[src/rtl/console_palette.sv]
// -----------------------------------------------------------------------------
// console_palette
//   Text-mode attribute to RGB converter with a run-time programmable 16-entry
//   palette and frame-counted blink timing. Two-stage pipeline, one pixel per
//   clock, fixed latency, no stall.
//
// Ports
//   clk            pixel clock
//   reset          synchronous, active-high reset
//   pix_valid_in   attribute / glyph_pixel valid this cycle
//   attribute      [7] blink or bright-bg, [6:4] bg index, [3:0] fg index
//   glyph_pixel    font bit; 1 = foreground, 0 = background
//   frame_start    one-cycle pulse per frame
//   blink_mode     1: attribute[7] means blink; 0: attribute[7] is bg bit 3
//   pal_we         palette write strobe
//   pal_addr       palette entry to write
//   pal_wdata      {R,G,B} write data
//   pix_valid_out  rgb_out valid
//   rgb_out        {R,G,B} pixel colour (zero when not valid)
//   blink_phase    1 while blinking glyphs are hidden
// -----------------------------------------------------------------------------
module console_palette #(
    parameter int CH_BITS      = 8,
    parameter int BLINK_FRAMES = 16
) (
    input  logic                   clk,
    input  logic                   reset,
    input  logic                   pix_valid_in,
    input  logic [7:0]             attribute,
    input  logic                   glyph_pixel,
    input  logic                   frame_start,
    input  logic                   blink_mode,
    input  logic                   pal_we,
    input  logic [3:0]             pal_addr,
    input  logic [3*CH_BITS-1:0]   pal_wdata,
    output logic                   pix_valid_out,
    output logic [3*CH_BITS-1:0]   rgb_out,
    output logic                   blink_phase
);

    localparam int         RGB_W      = 3 * CH_BITS;
    localparam logic [7:0] LAST_FRAME = 8'(BLINK_FRAMES - 1);

    // Standard VGA text colours at 8 bits per channel.
    function automatic logic [23:0] vga_default(input logic [3:0] idx);
        logic [23:0] c;
        case (idx)
            4'h0:    c = 24'h000000;
            4'h1:    c = 24'h0000AA;
            4'h2:    c = 24'h00AA00;
            4'h3:    c = 24'h00AAAA;
            4'h4:    c = 24'hAA0000;
            4'h5:    c = 24'hAA00AA;
            4'h6:    c = 24'hAA5500;
            4'h7:    c = 24'hAAAAAA;
            4'h8:    c = 24'h555555;
            4'h9:    c = 24'h5555FF;
            4'hA:    c = 24'h55FF55;
            4'hB:    c = 24'h55FFFF;
            4'hC:    c = 24'hFF5555;
            4'hD:    c = 24'hFF55FF;
            4'hE:    c = 24'hFFFF55;
            4'hF:    c = 24'hFFFFFF;
            default: c = 24'h000000;
        endcase
        return c;
    endfunction

    // Right-shifting an 8-bit channel by (8-CH_BITS) keeps its top CH_BITS bits.
    function automatic logic [RGB_W-1:0] scale_colour(input logic [23:0] c);
        return {c[23 -: CH_BITS], c[15 -: CH_BITS], c[7 -: CH_BITS]};
    endfunction

    logic [RGB_W-1:0] pal_r [16];
    logic [7:0]       frame_cnt_r;
    logic             blink_phase_r;

    logic             valid1_r;
    logic [7:0]       attr1_r;
    logic             glyph1_r;
    logic             mode1_r;
    logic             phase1_r;

    logic             valid2_r;
    logic [RGB_W-1:0] rgb2_r;

    logic             hide_s;
    logic [3:0]       bg_idx_s;
    logic [3:0]       sel_idx_s;

    // Palette storage: VGA defaults on reset, single write port otherwise.
    always_ff @(posedge clk) begin
        if (reset) begin
            for (int i = 0; i < 16; i++) begin
                pal_r[i] <= scale_colour(vga_default(4'(i)));
            end
        end else if (pal_we) begin
            pal_r[pal_addr] <= pal_wdata;
        end
    end

    // Blink timer: counts frame_start pulses, toggles phase on wrap.
    always_ff @(posedge clk) begin
        if (reset) begin
            frame_cnt_r   <= 8'd0;
            blink_phase_r <= 1'b0;
        end else if (frame_start) begin
            if (frame_cnt_r == LAST_FRAME) begin
                frame_cnt_r   <= 8'd0;
                blink_phase_r <= ~blink_phase_r;
            end else begin
                frame_cnt_r   <= frame_cnt_r + 8'd1;
            end
        end
    end

    // Stage 1: capture pixel together with the blink phase/mode in force now,
    // so a coincident frame_start only affects later pixels.
    always_ff @(posedge clk) begin
        if (reset) begin
            valid1_r <= 1'b0;
            attr1_r  <= 8'd0;
            glyph1_r <= 1'b0;
            mode1_r  <= 1'b0;
            phase1_r <= 1'b0;
        end else begin
            valid1_r <= pix_valid_in;
            attr1_r  <= attribute;
            glyph1_r <= glyph_pixel;
            mode1_r  <= blink_mode;
            phase1_r <= blink_phase_r;
        end
    end

    // Stage 2 index selection: hidden blinking glyphs fall back to background.
    always_comb begin
        hide_s    = 1'b0;
        bg_idx_s  = 4'd0;
        sel_idx_s = 4'd0;
        hide_s    = mode1_r & attr1_r[7] & phase1_r;
        if (mode1_r) begin
            bg_idx_s = {1'b0, attr1_r[6:4]};
        end else begin
            bg_idx_s = attr1_r[7:4];
        end
        if (glyph1_r & ~hide_s) begin
            sel_idx_s = attr1_r[3:0];
        end else begin
            sel_idx_s = bg_idx_s;
        end
    end

    // Stage 2: palette lookup. Reading pal_r on the same edge as a write
    // returns the old entry.
    always_ff @(posedge clk) begin
        if (reset) begin
            valid2_r <= 1'b0;
            rgb2_r   <= {RGB_W{1'b0}};
        end else begin
            valid2_r <= valid1_r;
            rgb2_r   <= valid1_r ? pal_r[sel_idx_s] : {RGB_W{1'b0}};
        end
    end

    assign pix_valid_out = valid2_r;
    assign rgb_out       = rgb2_r;
    assign blink_phase   = blink_phase_r;

endmodule

[config.mk]
export PLATFORM = sky130hd
export DESIGN_NAME = console_palette
export DESIGN_NICKNAME = d
export VERILOG_FILES = /design/src/rtl/console_palette.sv
export SDC_FILE = /design/constraint.sdc
export NUM_CORES = 1
export LEC_CHECK = 0
export CAP_MARGIN = 20
export CORE_UTILIZATION = 45
export DETAILED_ROUTE_END_ITERATION = 10
export GPL_TIMING_DRIVEN = 0
export HOLD_SLACK_MARGIN = 0.05
export MAX_ROUTING_LAYER = met4
export PLACE_DENSITY_LB_ADDON = 0.05
export SLEW_MARGIN = 30
export SYNTH_ARGS = -nofsm -noshare
export SYNTH_HDL_FRONTEND = slang
export SYNTH_SLANG_ARGS = --single-unit
[constraint.sdc]
create_clock -name clk -period 2.9 [get_ports clk]
set_input_delay 0.58 -clock clk [delete_from_list [all_inputs] [get_ports clk]]
set_output_delay 0.58 -clock clk [all_outputs]
set_load 0.01 [all_outputs]
Word-level counts from Yosys, hierarchy flattened
Memory sizes are Yosys's and may differ from the RTL's. A register that Yosys moved wholly into a read port is not among the register bits.
Index checks and enable logic that the tools add are counted.
{"block": "word_totals", "register_bits": 22, "latch_bits": 0, "ramBits": 384, "mem_bits_ro": 0, "output_inout_bits": 26, "wordCells": 47, "mem_count": 1}
{"block": "op_classes", "addsub": 1, "n_mul": 0, "div": 0, "order_cmp": 0, "n_eq_ne": 1, "n_shift": 0, "muxes": 27, "bitwise_logic": 6, "n_reduce_logical": 3}
{"memory": "pal_r", "depth": 16, "width": 24, "read_ports": 1, "rd_ports_with_merged_regs": 1, "write_ports": 16, "line_no": "74", "rtl": "logic [RGB_W-1:0] pal_r [16];"}
{"operator": "$mux 24", "count": 17}
{"operator": "$reduce_or 24->1", "count": 1}
{"operator": "$mux 4", "count": 3}
{"operator": "$add 8x1->8 const B", "count": 1}
{"operator": "$eq 8x4->1 const B", "count": 1}
{"operator": "$mux 8", "count": 1}
{"operator": "$mux 1", "count": 6}
{"operator": "$and 1x1->1", "count": 3}
{"operator": "$not 1->1", "count": 3}
{"operator": "$reduce_and 2->1", "count": 1}
{"operator": "$reduce_or 2->1", "count": 1}

Depth between registers and ports, before layout
Gate-level depths: netlist (run 1).
{"block": "logic_depth", "ltp_word": 5, "depth_mapped": 10}

Least setup slack after synthesis (run 1)
OpenSTA, ideal clock, no wires.
{"block": "synth_timing", "path_kind": "input-to-reg", "start": "in pal_we", "end": "mem pal_r[15][0] (netlist bit) (enable)", "arrival_ns": 2.413, "setup_slack_ns": 0.077, "path_stages": 5, "path_buffers": 2, "path_cell_list": "nor2b_1 -> nand3_1 -> clkbuf_1 -> clkbuf_1 -> o21bai_1"}
{"item": "from (decl)", "line_no": "33", "rtl": "input logic pal_we,"}
{"item": "to (decl)", "line_no": "74"}

==> impl_metrics.tcl, run 1 <==
set metrics [dict create \
    floorplan.die.height_um 209 \
    slew_viol_final 0 \
    synth_fp_nets 1623 \
    cts.reportedPaths.clkPinSlew_ns 0.06 \
    areaGrowthSynthToFinish_pct 16.2 \
    num_rows 75 \
    setup_viol_count_final 0 \
    grt_util_all_layers_pct 31.5 \
    dpl.hpwl_mm 44.0 \
    layout-drive-gt1-share_pct 9.68 \
    clock_latency_ns 0.59 \
    die_area_mm2 0.0435 \
    synth-edff-count 384 \
    worst-endpoint-required_ns 3.13 \
    chipWidth_um 209 \
    utilization_pct 53.1 \
    cp-end-kind "flop" \
    fmax_ghz 0.346 \
    cts_made_buffers 47 \
    worstSetupPathType "primary input to flop" \
    worst-endpoint-arrival_ns 3.12 \
    drcViolationCount 0 \
    layout.cells.non_filler 2276 \
    antenna_found_initial 0 \
    routed_wire_length_per_instance_um 29.0 \
    synth.avg_cell_area_um2 12.2 \
    clock_tree.root_cell "sky130_fd_sc_hd__clkbuf_16" \
    setup_slack_of_the_critical_path_after_layout_ns 0.00827 \
    netlist_instances 1579 \
    dr.first_iter.drc_count 1468 \
    finalWeightedCongestion 0.955 \
    core_area_mm2 0.0420 \
    async_reset_ff_share_pct 0 \
    cts_num_sinks 430 \
    ys.warnings.count 0 \
    tritoncts "built" \
    num_io_pins 69 \
    grt_pass1_wl_mm 93.5 \
    synth_cell_type_count 51 \
    setup.worst_path.start_class "primary input" \
    grt_max_degree 25 \
    detailroute.via_count 13626 \
    cp_max_fo 24 \
    cts.path.max_buffers 3 \
    ctsHtreeMaxLevel 2 \
    synth_top_area_cell "sky130_fd_sc_hd__edfxtp_1" \
    timing.final.crit_period_ns 2.89 \
    irDropWorstVdd_mv 0.482 \
    port_buffers 68 \
    timing_hold_violations_final 0 \
    finalCritPeriodShare_pct 99.7 \
    min_path_type "flop to flop" \
    yosys_most_used_dff "sky130_fd_sc_hd__edfxtp_1" \
    drt_first_pass_iters 5 \
    grt_pass1_vias 13445 \
    fillers 3691 \
    relSlewSlack_pct 32.6 \
    netlist_top_cells_area "sky130_fd_sc_hd__edfxtp_1 60%, sky130_fd_sc_hd__and2_1 6.3%, sky130_fd_sc_hd__or3_1 5.2%" \
    ff_latch_count_synth 430 \
    grt-ovfl-total 0 \
    initial_cell_density_of_the_core_pct 45.7 \
    cap_viol_max_count 0 \
    postRouteAntennaNets 0 \
    run_status "completed" \
    powerDensity_mw_per_mm2 652 \
    layout.nets 1743 \
    post-synth-top-area-fraction_pct 60.1 \
    yosysSeqAreaShare_pct 64.9 \
    worst-slew-pin-transition_ns 1.01 \
    syn-cell-area_mm2 0.0192 \
    drt-total-wl_mm 66.1 \
    detail_route.vias_per_cell 5.99 \
    power.static_leakage_nw 7.84 \
    skew_ns 0.0217 \
    post-place-cells 2187 \
    place_ws_ns -1.45 \
]
-- through the flow --
| stage | setup TNS (ns) | hold WS [ns] | power (mW) | instance area (um2) |
|---|---|---|---|---|
| 6_report | 0 | 0.515 | 14.5 | 22300 |
| 5_1_grt | -0.000858 | 0.539 | 14.9 | 22300 |
| 4_1_cts | 0 | 0.521 | 14.5 | 22300 |
| 3_5_place_dp | -468.63 | 0.499 | 8.59 | 20600 |
| 3_3_place_gp | -550.38 | 0.484 | 8.57 | 20600 |
| 2_1_floorplan | 0 | 0.445 | 7.95 | 19200 |
-- per-layer routing --
layer | up-vias | global-route usage, % | routed length, um
li1 | 5995 | - | -
met1 | 6824 | 40.6 | 27100
met2 | 652 | 49.3 | 30900
met3 | 155 | 4.66 | 4960
met4 | 0 | 14.7 | 3130
met5 | - | - | 0
-- registers in the layout (all words and copies together), names as in the netlist --
| name | flops |
|---|---|
| phase1_r | 1 |
| glyph1_r | 1 |
| attr1_r | 8 |
| rgb_out | 24 |
| blink_phase | 1 |
| pix_valid_out | 1 |
| mode1_r | 1 |
| frame_cnt_r | 8 |
| valid1_r | 1 |
| pal_r | 384 |
-- kinds of logic (layout without fill, tap and decap cells) --
logic type      after synthesis  count (layout)  share of synthesized area (%)
fa+ha+maj                     1               1                         0.0652
flops                       430             430                           64.9
buf+inv                     143             299                           3.30
simple gates                775             776                           21.5
other cells                   0               1                              0
compound gates              163             163                           6.79
xor+xnor                      8               8                          0.365
mux                          59              59                           3.11
-- area by class of cell --
cell class	instances	area [um2]	share of cell area (%)
diodes	1	2.50	0.0112
clock inverters	22	219	0.982
inverters	3	11.3	0.0505
flip-flops and latches	430	12500	55.8
clock buffers	64	1300	5.83
repair buffers	70	716	3.21
plain buffers	140	651	2.92
multi-input cells	1007	6280	28.1
well taps	539	674	3.02
-- synth_stat cells, drive strengths merged (2+ instances only) --
library cell	instances
edfxtp	384
nand2	231
and2	192
or3	161
clkbuf	101
nand3	74
mux2i	57
dfxtp	46
nand2b	41
buf	39
a32o	34
o21ai	26
nor2	25
a32oi	21
a21oi	16
or2	15
nor2b	14
a31oi	11
a41o	11
a211oi	10
a221o	9
nand4	9
o22ai	9
and3	6
a31o	5
nor3	5
xor2	5
a2111oi	4
inv	3
xnor2	3
mux2	2
-- what timing repair did --
action	4_1_cts	5_1_grt
hold buffers	0	0
gates cloned	0	1
resized for setup	35	24
setup buffers	1	0
hold endpoints to repair	0	0
endpoints found under the setup margin	381	146
-- worst max-delay path: stages --
cell and delay, ns:
sky130_fd_sc_hd__clkdlybuf4s50_1 0.76, sky130_fd_sc_hd__nand2_1 0.29, sky130_fd_sc_hd__clkbuf_1 0.43, sky130_fd_sc_hd__nor2_2 0.49
sky130_fd_sc_hd__or2_4 0.55
-- layout by cell type (no fill, tap or decap), types with 11 or more instances in the layout --
| master | n |
|---|---|
| sky130_fd_sc_hd__and2_1 | 192 |
| sky130_fd_sc_hd__buf_2 | 21 |
| sky130_fd_sc_hd__or3_1 | 161 |
| sky130_fd_sc_hd__clkbuf_1 | 95 |
| sky130_fd_sc_hd__nand2b_1 | 41 |
| sky130_fd_sc_hd__nor2b_1 | 14 |
| sky130_fd_sc_hd__clkbuf_2 | 17 |
| sky130_fd_sc_hd__dfxtp_1 | 46 |
| sky130_fd_sc_hd__nand2_1 | 230 |
| sky130_fd_sc_hd__or2_4 | 16 |
| sky130_fd_sc_hd__clkbuf_16 | 47 |
| sky130_fd_sc_hd__nor2_1 | 18 |
| sky130_fd_sc_hd__a32oi_1 | 21 |
| sky130_fd_sc_hd__nand3_1 | 73 |
| sky130_fd_sc_hd__a21oi_1 | 16 |
| sky130_fd_sc_hd__a32o_1 | 34 |
| sky130_fd_sc_hd__mux2i_1 | 55 |
| sky130_fd_sc_hd__a41o_1 | 11 |
| sky130_fd_sc_hd__o21ai_0 | 24 |
| sky130_fd_sc_hd__clkdlybuf4s50_1 | 68 |
| sky130_fd_sc_hd__a31oi_1 | 11 |
| sky130_fd_sc_hd__edfxtp_1 | 384 |
-- power breakdown --
part	leakage [nW]	switching, mW	internal (mW)
clock network	0.751	2.54	3.50
logic	2.95	0.919	0.402
registers	4.14	0.102	7.08
-- path summary, 6_finish.rpt --
path,start,slack [ns],cells past startpoint,end
setup / recovery,pal_addr[1],0.008,5,pal_r[7][20]
hold / removal,valid1_r,0.51,2,pix_valid_out
setup reg to reg,attr1_r[7],0.02,7,rgb_out[5]
hold reg to reg,valid1_r,0.51,2,pix_valid_out
Note: power is estimated with default switching activity, not from simulation.
==> run 2, diff against run 1 <==
--- a/config.mk
+++ b/config.mk
@@ -6,9 +6,9 @@
 export NUM_CORES = 1
 export LEC_CHECK = 0
 export CAP_MARGIN = 20
+export CORE_ASPECT_RATIO = 1.25
 export CORE_UTILIZATION = 45
 export DETAILED_ROUTE_END_ITERATION = 10
-export GPL_TIMING_DRIVEN = 0
 export HOLD_SLACK_MARGIN = 0.05
 export MAX_ROUTING_LAYER = met4
 export PLACE_DENSITY_LB_ADDON = 0.05
==> constraint.sdc (replaced) <==
create_clock -name clk -period 2.9 [get_ports clk]
set_input_delay 0.29 -clock clk [delete_from_list [all_inputs] [get_ports clk]]
set_output_delay 0.29 -clock clk [all_outputs]
set_load 0.01 [all_outputs]
==> impl_metrics.tcl, run 2 (synthesis results as in run 1) <==
set metrics [dict create \
    run_status "completed" \
    use_met3_pct 2.70 \
    cts.reportedPaths.clkPinSlew_ns 0.06 \
    cp_max_fo 17 \
    fin_tns_setup_ns 0 \
    top_register "pal_r" \
    drt-total-wl_mm 54.6 \
    worst-slew-pin-transition_ns 0.810 \
    fmax_ghz 0.363 \
    post_cts.resized_instances 0 \
    timing_hold_violations_final 0 \
    die_area_mm2 0.0435 \
    antenna_found_initial 1 \
    cap_viol_max_count 0 \
    layout.nets 1692 \
    relSlewSlack_pct 45.8 \
    setup_viol_count_final 0 \
    worstSetupPathType "flop to flop" \
    grt_util_all_layers_pct 25.9 \
    place_ws_ns 0.146 \
    dr.first_iter.drc_count 1022 \
    num_io_pins 69 \
    timing.final.crit_period_ns 2.76 \
    finalCritPeriodShare_pct 95.1 \
    slew_viol_final 0 \
    tritoncts "built" \
    cts_num_sinks 430 \
    initial_cell_density_of_the_core_pct 45.7 \
    most_common_cell_after_layout_fill_and_taps_aside "sky130_fd_sc_hd__edfxtp_1" \
    grt_pass1_vias 12689 \
    chipWidth_um 187 \
    grt-ovfl-total 0 \
    clock_latency_ns 0.55 \
    globalRouteMet2Util_pct 41.5 \
    num_rows 84 \
    postRouteAntennaNets 0 \
    layout.cells.most_common_list "384 x sky130_fd_sc_hd__edfxtp_1, 229 x sky130_fd_sc_hd__nand2_1, 192 x sky130_fd_sc_hd__and2_1, 161 x sky130_fd_sc_hd__or3_1, 82 x sky130_fd_sc_hd__buf_4" \
    port_buffers 68 \
    powerDensity_mw_per_mm2 640 \
    layout-drive-gt1-share_pct 11.4 \
    irDropWorstVdd_mv 0.456 \
    cts_hold_repair.buffers 0 \
    largest_reg_flops 384 \
    areaGrowthSynthToFinish_pct 16.6 \
    core_area_mm2 0.0420 \
    setup_slack_of_the_critical_path_after_layout_ns 0.142 \
    detail_route.vias_per_cell 5.70 \
    cts.path.max_buffers 3 \
    clock_tree.root_cell "sky130_fd_sc_hd__clkbuf_16" \
    setup.worst_path.start_class "flop" \
    rsz0062_at_grt "no" \
    globalRoute.busiestLayer "met2" \
    ctsHtreeMaxLevel 2 \
    global_route.usage.met1_pct 35.4 \
    finalWeightedCongestion 0.821 \
    floorplan.die.height_um 233 \
    cp-end-kind "flop" \
    worst-endpoint-arrival_ns 3.24 \
    worst-endpoint-required_ns 3.38 \
    detailroute.via_count 12777 \
    skew_ns 0.0148 \
    postCtsSetupRepairBufs 0 \
    routed_wire_length_per_instance_um 24.4 \
    drcViolationCount 0 \
    power.static_leakage_nw 7.95 \
    cts_made_buffers 44 \
    min_path_type "primary input to flop" \
    grt_max_degree 65 \
    dpl.hpwl_mm 34.4 \
    grt_pass1_wl_mm 81.6 \
    drt_first_pass_iters 5 \
]
## run 2: changes by cell type in the layout (fill, tap and decap cells not counted), moves of 5 or more
cell	previous run	this run
sky130_fd_sc_hd__buf_12	0	12
sky130_fd_sc_hd__buf_2	21	0
sky130_fd_sc_hd__buf_4	10	82
sky130_fd_sc_hd__buf_6	5	0
sky130_fd_sc_hd__clkbuf_1	95	7
sky130_fd_sc_hd__clkbuf_2	17	0
sky130_fd_sc_hd__clkinv_1	4	12
sky130_fd_sc_hd__clkinv_2	10	3
sky130_fd_sc_hd__nor2_1	18	25
sky130_fd_sc_hd__nor2_2	5	0
sky130_fd_sc_hd__or2_2	0	15
sky130_fd_sc_hd__or2_4	16	0
## run 2: power by group
group,leakage (nW),switching (mW),internal [mW]
Combinational,3.10,0.797,0.427
Clock,0.711,2.39,3.50
Sequential,4.14,0.113,7.08
## run 2: worst paths after layout
path / from / to / slack, ns / depth (start not counted)
min reg2reg: frame_cnt_r[3] / frame_cnt_r[3] / 0.53 / 2
max reg2reg: glyph1_r / rgb_out[20] / 0.14 / 7
min: attribute[1] / attr1_r[1] / 0.29 / 2
max: glyph1_r / rgb_out[20] / 0.14 / 7
## run 2: area by class of cell
class / count / area, um2
multi-input cells: 1007 / 6200
fillers: 3654 / 19700
flip-flops and latches: 430 / 12500
well taps: 559 / 699
inverters: 3 / 11.3
clock inverters: 25 / 294
diodes: 1 / 2.50
clock buffers: 54 / 1180
repair buffers: 162 / 1540
## run 2: per-stage QoR
stage	utilization, %	std cells	hold WS (ns)	total power [mW]	instance area (um2)
5_1_grt	53.2	2240	0.284	14.7	22400
6_report	53.2	2241	0.290	14.3	22400
4_1_cts	53.2	2239	0.264	14.4	22400
3_3_place_gp	49.7	2160	0.495	8.54	20900
3_5_place_dp	49.7	2160	0.515	8.55	20900
2_1_floorplan	-	1579	0.418	7.95	19200
## run 2: worst max-delay path, stage by stage, from the launching register on
cell	delay (ns)
sky130_fd_sc_hd__dfxtp_1	0.51
sky130_fd_sc_hd__nand2b_1	0.37
sky130_fd_sc_hd__o211a_4	0.47
sky130_fd_sc_hd__buf_4	0.29
sky130_fd_sc_hd__a31oi_1	0.06
sky130_fd_sc_hd__a32o_1	0.28
sky130_fd_sc_hd__a211oi_1	0.49
sky130_fd_sc_hd__a41o_1	0.20
## run 2: metal layers
layer,vias to the layer above,share of wire (%)
li1,5889,-
met1,6439,45
met2,375,48
met3,74,4.7
met4,0,1.9
met5,-,0
==> run 3, diff against run 2 <==
--- a/config.mk
+++ b/config.mk
@@ -7,6 +7,7 @@
 export LEC_CHECK = 0
 export CAP_MARGIN = 20
 export CORE_ASPECT_RATIO = 1.25
+export CORE_MARGIN = 3
 export CORE_UTILIZATION = 45
 export DETAILED_ROUTE_END_ITERATION = 10
 export HOLD_SLACK_MARGIN = 0.05
==> impl_metrics.tcl, run 3 (synthesis results as in run 1) <==
set metrics [dict create \
    post-place-cells 2148 \
    tritoncts "built" \
    rr_worst_depth 7 \
    layout.cells.most_common_list "384 x sky130_fd_sc_hd__edfxtp_1, 229 x sky130_fd_sc_hd__nand2_1, 192 x sky130_fd_sc_hd__and2_1, 161 x sky130_fd_sc_hd__or3_1, 81 x sky130_fd_sc_hd__buf_4" \
    timing.final.crit_period_ns 2.67 \
    core_area_mm2 0.0416 \
    power.static_leakage_nw 7.84 \
    run_status "completed" \
    timing.hold.worst.start "attribute[3]" \
    chipWidth_um 191 \
    grt_util_all_layers_pct 24.7 \
    cts_made_buffers 45 \
    routed_wire_length_per_instance_um 24.3 \
    antenna_found_initial 2 \
    postRouteAntennaNets 0 \
    finalInstanceArea_mm2 0.0221 \
    post_cts.resized_instances 0 \
    routedLengthMet1_mm 23.6 \
    finalPower_mw 13.6 \
    grt_pass1_wl_mm 81.4 \
    dpl.hpwl_mm 33.3 \
    cts.reportedPaths.clkPinSlew_ns 0.06 \
    worst-endpoint-required_ns 3.32 \
    most_common_cell_after_layout_fill_and_taps_aside "sky130_fd_sc_hd__edfxtp_1" \
    worstReg2RegEnd "rgb_out[15]" \
    min_path_type "primary input to flop" \
    cap_viol_max_count 0 \
    port_buffers 68 \
    timing_hold_violations_final 0 \
    slew_viol_final 0 \
    areaGrowthSynthToFinish_pct 15.1 \
    skew_ns 0.0108 \
    final-seq-area_mm2 0.0125 \
    drt_first_pass_iters 6 \
    rsz0062_at_grt "no" \
    detail_route.vias_per_cell 5.68 \
    cp_max_fo 25 \
    layout.cells.non_filler 2230 \
    detailroute.via_count 12673 \
    dr_wl_met2_mm 26.7 \
    cts_num_sinks 430 \
    worst-endpoint-arrival_ns 3.08 \
    clock_tree.root_cell "sky130_fd_sc_hd__clkbuf_16" \
    rr_startpoint "mode1_r" \
    utilization_pct 53.0 \
    dr.first_iter.drc_count 948 \
    fin_tns_setup_ns 0 \
    finalWeightedCongestion 0.834 \
    setup.worst_path.start "mode1_r" \
    grt_pass1_vias 12710 \
    drt-total-wl_mm 54.3 \
    min_path_cells 2 \
    layout-drive-gt1-share_pct 11.0 \
    fmax_ghz 0.375 \
    floorplan.die.height_um 237 \
    cts.path.max_buffers 3 \
    num_io_pins 69 \
    initial_cell_density_of_the_core_pct 46.1 \
    area_occupied_by_multi_input_gates_mm2 0.00619 \
    grt_max_degree 69 \
    detailed_place.area_mm2 0.0208 \
    detailroute.wirelength.met3_mm 2.67 \
    ctsHtreeMaxLevel 2 \
    drcViolationCount 0 \
    num_rows 83 \
    powerDensity_mw_per_mm2 617 \
    die_area_mm2 0.0452 \
    largest_reg_flops 384 \
    worst-slew-pin-transition_ns 0.834 \
    layout.nets 1687 \
    maxUsedRoutingLayer "met4" \
    top_register "pal_r" \
    finalCritPeriodShare_pct 92.0 \
    fillers 3593 \
    setup.worst_path.start_class "flop" \
    clock_latency_ns 0.56 \
    cts_hold_repair.buffers 0 \
    r2r_setup_slack_ns 0.23 \
    irDropWorstVdd_mv 0.445 \
    grt-ovfl-total 0 \
    capture_endpoint_of_the_worst_hold_path "attr1_r[3]" \
    worstSetupPathType "flop to flop" \
    postCtsSetupRepairBufs 0 \
    setup_viol_count_final 0 \
    cp-end-kind "flop" \
    relSlewSlack_pct 44.4 \
]
[run 3: worst max path at each step]
stage,cells after the start,slack (ns),endpoint
after CTS,7,0.20,rgb_out[15]
final,7,0.23,rgb_out[15]
after detailed placement,7,0.22,rgb_out[15]
after floorplan,5,0.37,pal_r[15][0]
after global routing,7,0.13,rgb_out[15]
after global placement,7,0.26,rgb_out[15]
[run 3: per-layer routing]
metal | track usage (%) | up-vias
met3 | 3.02 | 84
met2 | 40.1 | 339
met5 | - | -
met4 | 6.81 | 0
met1 | 33.0 | 6387
li1 | - | 5863
[run 3: final cells by class]
cell class / count / area share (%)
inverters: 3 / 0.0510
repair buffers: 157 / 6.56
clock buffers: 67 / 5.56
clock inverters: 14 / 0.300
diodes: 1 / 0.0113
well taps: 552 / 3.13
multi-input cells: 1006 / 28.0
flip-flops and latches: 430 / 56.4
[run 3: power by group]
group	switching, mW	internal, mW	total, mW	leakage (nW)
combinational	0.788	0.412	1.20	3.06
clock	2.33	2.92	5.25	0.640
sequential	0.105	7.08	7.19	4.14
[run 3: worst max-delay path, stage by stage, from the launching register on]
cell and delay (ns):
sky130_fd_sc_hd__dfxtp_1 0.41, sky130_fd_sc_hd__and3_4 0.26, sky130_fd_sc_hd__o211a_4 0.46, sky130_fd_sc_hd__buf_4 0.36
sky130_fd_sc_hd__nand2_1 0.09, sky130_fd_sc_hd__a32o_1 0.27, sky130_fd_sc_hd__a221o_1 0.32, sky130_fd_sc_hd__o22ai_1 0.33
[run 3: metrics by stage]
| step | worst slack [ns] | hold WS [ns] |
|---|---|---|
| 6_report | 0.232 | 0.297 |
| 5_1_grt | 0.129 | 0.286 |
| 4_1_cts | 0.203 | 0.271 |
| 3_5_place_dp | 0.220 | 0.503 |
| 3_3_place_gp | 0.262 | 0.498 |
| 2_1_floorplan | 0.367 | 0.418 |
